===== src/rtl/tl_cntr_param.sv =====
// Parametrised round-robin traffic-light controller: straight and optional left-turn
// phases per approach, min/max green, multi-cycle yellow and a night flashing mode.
module tl_cntr_param #(
  parameter int N_DIR   = 2,
  parameter int LEFT_EN = 1,
  parameter int YEL_CYC = 3,
  parameter int MIN_GRN = 2,
  parameter int MAX_GRN = 15,
  localparam int DW = (N_DIR > 1) ? $clog2(N_DIR) : 1,
  localparam int TW = $clog2(MAX_GRN + YEL_CYC + 1)
) (
  input  logic             clk,
  input  logic             reset,
  input  logic [N_DIR-1:0] t_str,
  input  logic [N_DIR-1:0] t_left,
  input  logic             night,
  output logic [N_DIR-1:0] grn,
  output logic [N_DIR-1:0] yel,
  output logic [N_DIR-1:0] lgrn,
  output logic [N_DIR-1:0] lyel,
  output logic [DW-1:0]    dir,
  output logic [2:0]       stage
);

  localparam logic [2:0] ST_SG = 3'd0;
  localparam logic [2:0] ST_SY = 3'd1;
  localparam logic [2:0] ST_LG = 3'd2;
  localparam logic [2:0] ST_LY = 3'd3;
  localparam logic [2:0] ST_FL = 3'd4;

  localparam logic [TW-1:0] T_MIN  = TW'(MIN_GRN - 1);
  localparam logic [TW-1:0] T_MAX  = TW'(MAX_GRN - 1);
  localparam logic [TW-1:0] T_YEL  = TW'(YEL_CYC - 1);
  localparam logic [DW-1:0] D_LAST = DW'(N_DIR - 1);

  logic [2:0]    stage_q, stage_n;
  logic [DW-1:0] dir_q, dir_n, dir_inc;
  logic [TW-1:0] timer_q, timer_n;
  logic          blink_q, blink_n;
  logic          sense, grn_exit, yel_exit, left_req;

  // Round-robin successor; never steps into unused encodings when N_DIR is not a power of 2
  assign dir_inc  = (dir_q == D_LAST) ? '0 : dir_q + 1'b1;
  assign sense    = (stage_q == ST_LG) ? t_left[dir_q] : t_str[dir_q];
  assign grn_exit = (timer_q == T_MAX) || ((timer_q >= T_MIN) && (!sense || night));
  assign yel_exit = (timer_q == T_YEL);
  assign left_req = (LEFT_EN != 0) && t_left[dir_q];

  always_comb begin
    stage_n = stage_q;
    dir_n   = dir_q;
    timer_n = timer_q + 1'b1;
    blink_n = blink_q;
    case (stage_q)
      ST_SG, ST_LG: begin
        if (grn_exit) begin
          stage_n = (stage_q == ST_SG) ? ST_SY : ST_LY;
          timer_n = '0;
        end
      end
      ST_SY, ST_LY: begin
        if (yel_exit) begin
          timer_n = '0;
          if (night) begin
            stage_n = ST_FL;
            dir_n   = '0;
            blink_n = 1'b1;
          end else if (stage_q == ST_SY && left_req) begin
            stage_n = ST_LG;
          end else begin
            stage_n = ST_SG;
            dir_n   = dir_inc;
          end
        end
      end
      ST_FL: begin
        if (!night) begin
          stage_n = ST_SG;
          dir_n   = '0;
          timer_n = '0;
          blink_n = 1'b0;
        end else if (yel_exit) begin
          timer_n = '0;
          blink_n = ~blink_q;
        end
      end
      default: begin
        stage_n = ST_SG;
        dir_n   = '0;
        timer_n = '0;
        blink_n = 1'b0;
      end
    endcase
  end

  // State register stage
  always_ff @(posedge clk or posedge reset) begin
    if (reset) begin
      stage_q <= ST_SG;
      dir_q   <= '0;
      timer_q <= '0;
      blink_q <= 1'b0;
    end else begin
      stage_q <= stage_n;
      dir_q   <= dir_n;
      timer_q <= timer_n;
      blink_q <= blink_n;
    end
  end

  // Moore lamp decode from registered state only
  always_comb begin
    grn  = '0;
    yel  = '0;
    lgrn = '0;
    lyel = '0;
    case (stage_q)
      ST_SG:   grn[dir_q]  = 1'b1;
      ST_SY:   yel[dir_q]  = 1'b1;
      ST_LG:   lgrn[dir_q] = 1'b1;
      ST_LY:   lyel[dir_q] = 1'b1;
      ST_FL:   yel = {N_DIR{blink_q}};
      default: ;
    endcase
  end

  assign stage = stage_q;
  assign dir   = dir_q;

endmodule


===== config.mk =====
export PLATFORM = sky130hd
export DESIGN_NAME = tl_cntr_param
export DESIGN_NICKNAME = d
export VERILOG_FILES = /design/src/rtl/tl_cntr_param.sv
export SDC_FILE = /design/constraint.sdc
export NUM_CORES = 1
export LEC_CHECK = 0
export BUFFER_PORTS_ARGS = -buffer_cell sky130_fd_sc_hd__buf_2
export CORE_MARGIN = 3
export CORE_UTILIZATION = 35
export CTS_CLUSTER_SIZE = 25
export DETAILED_ROUTE_END_ITERATION = 8
export HOLD_SLACK_MARGIN = 0.08
export MAX_ROUTING_LAYER = met4
export SLEW_MARGIN = 40
export SYNTH_ARGS = -nofsm -noshare
export SYNTH_HDL_FRONTEND = slang
export SYNTH_SLANG_ARGS = --single-unit
export TNS_END_PERCENT = 1

===== constraint.sdc =====
create_clock -name clk -period 2.04 [get_ports clk]
set_input_delay 0.204 -clock clk [delete_from_list [all_inputs] [get_ports clk]]
set_output_delay 0.204 -clock clk [all_outputs]
set_load 0.05 [all_outputs]

* Word-level counts from Yosys, hierarchy flattened
Cells that the tools add are included. Widths: inputs -> output; s select.
Storage, ports and cells: register bits 10, input bits 7, word-level logic and storage cells 68
Operators by class: add/sub/neg operators 2, magnitude comparators 3, equality and inequality tests 12, multiplexer cells 33, bitwise gates (word level) 2, reduce and logical (&&, ||, !) cells 12
Operators by type and width (count):
- $mux 1 | 15
- $mux 5 | 3
- $pmux 5 s3 | 1
- $mux 3 | 4
- $mux 2 | 5
- $pmux 3 s3 | 1
- $ne 2x2->1 const B | 4
- $reduce_and 4->1 | 2
- $eq 3x2->1 const B | 2
- $ne 3x3->1 const B | 2
- $pmux 1 s3 | 2
- $add 5x1->5 const B | 1
- $eq 5x2->1 const B | 1
- $eq 5x4->1 const B | 1
- $ge 5x1->1 const B | 1
- $pmux 2 s2 | 1
- $reduce_or 2->1 | 2
- $eq 3x1->1 const B | 1
- $eq 3x3->1 const B | 1
- $logic_and 1x1->1 | 3
- $logic_not 3->1 | 1
- $reduce_and 3->1 | 1
- $logic_or 1x1->1 | 2
- $lt 1x2->1 const B | 1
- other kinds (5) | 6

* Logic depth before layout (Yosys ltp)
depth after elaboration 9, gate-level depth with buffers 6, gate-level depth less buffers 6

* Least setup slack after synthesis
OpenSTA, ideal clock, no wires.
path kind reg-to-output, from register stage_q[0], in the netlist stage[0], to output port grn[0], data arrival time 2.123 ns, required time 1.836 ns, path slack -0.287 ns, stages on the path, launching flop included 5, buffers on the path 1, cells stage by stage dfrtp_1 buf_2 nor2_1 inv_1 nor3_1
Between the ends: longest elaborated chain between the ends 2
Ends and longest elaborated chain:
- start, declared | RTL line 36 | logic [2:0] stage_q, stage_n;
- start signal, assigned | RTL line 104 | stage_q <= stage_n;
- $logic_not 3->1 | RTL line 117 | case (stage_q)
- $mux 2 | RTL line 117
- end, declared | RTL line 17 | output logic [N_DIR-1:0] grn,
Every way passes these cells.

* Worst setup path in the final report
from register stage_q[2], in the netlist stage[2], to output port yel[1]
Between the ends: longest elaborated chain between the ends 2, elaborated cells between the ends (all ways) 3, those cells by class eq/ne: 2; mux: 1
Ends and longest elaborated chain:
- $eq 3x3->1 / $eq 3x1->1 (equally long branches) | RTL line 117
- $pmux 2 s2 * | RTL line 117
- end, declared | RTL line 18 | output logic [N_DIR-1:0] yel,
Mark *: on every way between the ends. The rest lies on a longest branch, timed or not.

==> flow_metrics.tcl <==
set metrics [dict create \
    required_ns 1.84 \
    rows 15 \
    fp.dieW_um 50.3 \
    n_antenna_cell 0 \
    cts.sinks 10 \
    synth_area_leaders "dfrtp_1 36%, a21oi_1 5.8%, mux2i_1 5.8%" \
    ant_nets 0 \
    ir_drop_mv 0.696 \
    synthMostInstantiatedCell "dfrtp_1" \
    tightest_slew_ns 0.528 \
    area_growth_pct 23.2 \
    skew_ns 0.000994 \
    clk_pin_slew_ns 0.07 \
    finalHoldViolCount 0 \
    track_usage_pct 13.3 \
    start_kind "flip-flop" \
    cap_violations 0 \
    place_congestion 0.750 \
    synth_common_cells "10 x dfrtp_1, 8 x a21oi_1, 6 x nand2_1, 6 x nor2_1, 6 x nor3_1" \
    routed.top_layer "met4" \
    clock.fmax_mhz 572 \
    crit_path_end_kind "output pin" \
    postLayoutCellArea_um2 845 \
    layout_min_cycle_time_ns 1.75 \
    p_leak_nw 0.411 \
    first_global_vias 563 \
    synth-main-ff-cell "dfrtp_1" \
    syn_area_per_cell_um2 8.68 \
    synth-seq-cells 10 \
    yosysSeqAreaShare_pct 36.5 \
    synth.cell_area_um2 686 \
    drc 0 \
    rsz0062_at_grt "false" \
    io-pin-count 19 \
    cts_tree "done" \
    port_buffers 18 \
    drt-met1-wl_um 695 \
    die_h_um 50.3 \
    run_status "completed" \
    synth-edff-count 0 \
    first_iter_violations 4 \
    wl_met2_um 683 \
    die_area_um2 2530 \
    post-route-util_pct 47.4 \
    grt_first_pass_wirelength_um 2460 \
    setup_violations 0 \
    drt_wl_total_um 1480 \
    async_reset_ff_share_pct 100 \
    grt_max_degree 16 \
    wl_per_cell_um 12.0 \
    critPathMaxFanout 15 \
    relSlewSlack_pct 64.6 \
    dp_hpwl_um 1100 \
    htreeDepth 1 \
    syn_nets 89 \
    nets 109 \
    placed_cell_area_um2 798 \
    drv_slew 0 \
    clk_latency_ns 0.27 \
    worst-endpoint-arrival_ns 1.54 \
    routed_via_density 4.99 \
    wl_met3_um 55 \
    overflow 0 \
    antenna_found_initial 0 \
    ys_warn_count 0 \
    core-area_um2 1780 \
    fin_crit_sh_pct 85.7 \
    cts-root-buf "clkbuf_4" \
    clk_path_buf_depth 2 \
    cts_resized 0 \
    synth_cell_types 29 \
    numCtsBuffers 3 \
    start_util_pct 38.5 \
    netlist_instances 79 \
    path_class "flip-flop to output pin" \
    yosysTopAreaCell "dfrtp_1" \
    synth_top_area_share_pct 36.5 \
    powerDensity_nw_per_um2 1560 \
    hold_class "input port to flip-flop" \
    drive_gt1_share_pct 29.6 \
    via_count 614 \
    dr.pass1.iters 3 \
]
cell families (layout without fill, tap and decap cells):
group	after synthesis	count (layout)	share of synthesized area, %
adder cells (fa/ha/maj)	3	3	5.48
XOR/XNOR	3	3	3.83
AO/OA/AOI/OAI	15	15	13.9
flip-flops	10	10	36.5
multiplexers	4	4	5.84
buffers and inverters	10	29	5.84
AND/OR/NAND/NOR	34	34	28.7
worst max-delay path, cell delays in order, from the launching register on:
cell	delay [ns]
dfrtp_1	0.54
inv_1	0.21
nand3_1	0.09
a21oi_1	0.15
buf_2	0.28
registers in the layout, summed over array words and instances, names as in the netlist:
register,flops
stage,3
blink_q,1
timer_q,5
dir,1
placed cells by master (no fill, tap or decap), types with 2 or more instances in the layout:
cell,Yosys,routed
o21ai_0,2,2
nand3_1,5,5
buf_2,2,18
a21oi_1,8,8
dfrtp_1,10,10
nand2_1,6,6
or4_1,2,2
nor3_1,6,5
nor2_1,6,6
ha_1,3,3
mux2i_1,4,4
clkbuf_4,0,3
xor2_1,2,2
inv_1,5,5
power by group:
part / leakage [nW] / internal, mW / switching, mW
Clock: 0.0210 / 0.108 / 0.0730
Sequential: 0.127 / 0.264 / 0.113
Combinational: 0.263 / 0.259 / 0.503
Total: 0.411 / 0.632 / 0.689
worst paths after layout:
check	startpoint	endpoint	slack (ns)	cells past startpoint
worst max-delay path	stage[2]	yel[1]	0.29	4
worst min-delay path	night	stage[2]	0.26	2
min in group asynchronous	reset	timer_q[2]	0.46	3
max in group asynchronous	reset	timer_q[1]	1.30	3
worst max register to register	timer_q[0]	stage[1]	0.30	6
worst min register to register	timer_q[0]	timer_q[0]	0.53	1
layout make-up:
type / instances / area [um2]
repair buffers: 20 / 108
clock buffers: 4 / 36.3
flip-flops and latches: 10 / 250
multi-input cells: 59 / 400
fillers: 202 / 938
well taps: 25 / 31.3
inverters: 5 / 18.8
through the flow:
stage	setup WS [ns]	TNS [ns]	hold slack [ns]	total power [mW]	cells
after detailed placement	0.300	0	0.211	1.15	118
after CTS	0.279	0	0.259	1.34	123
final	0.292	0	0.264	1.32	123
after floorplan	-0.224	-0.578	0.0442	0.991	79
after global routing	0.135	0	0.268	1.43	123
after global placement	0.357	0	0.207	1.14	118
routing by layer:
layer	vias to the layer above	track usage, %
li1	317	-
met1	280	15.3
met2	13	21.1
met3	4	1.78
met4	0	9.68
met5	-	-
what timing repair did:
action                                 CTS  global route
setup endpoints to repair                0             0
buffers inserted                         0             0
hold buffers                             1             0
endpoints found under the hold margin   10             0
Note: power is estimated with default switching activity, not from simulation.
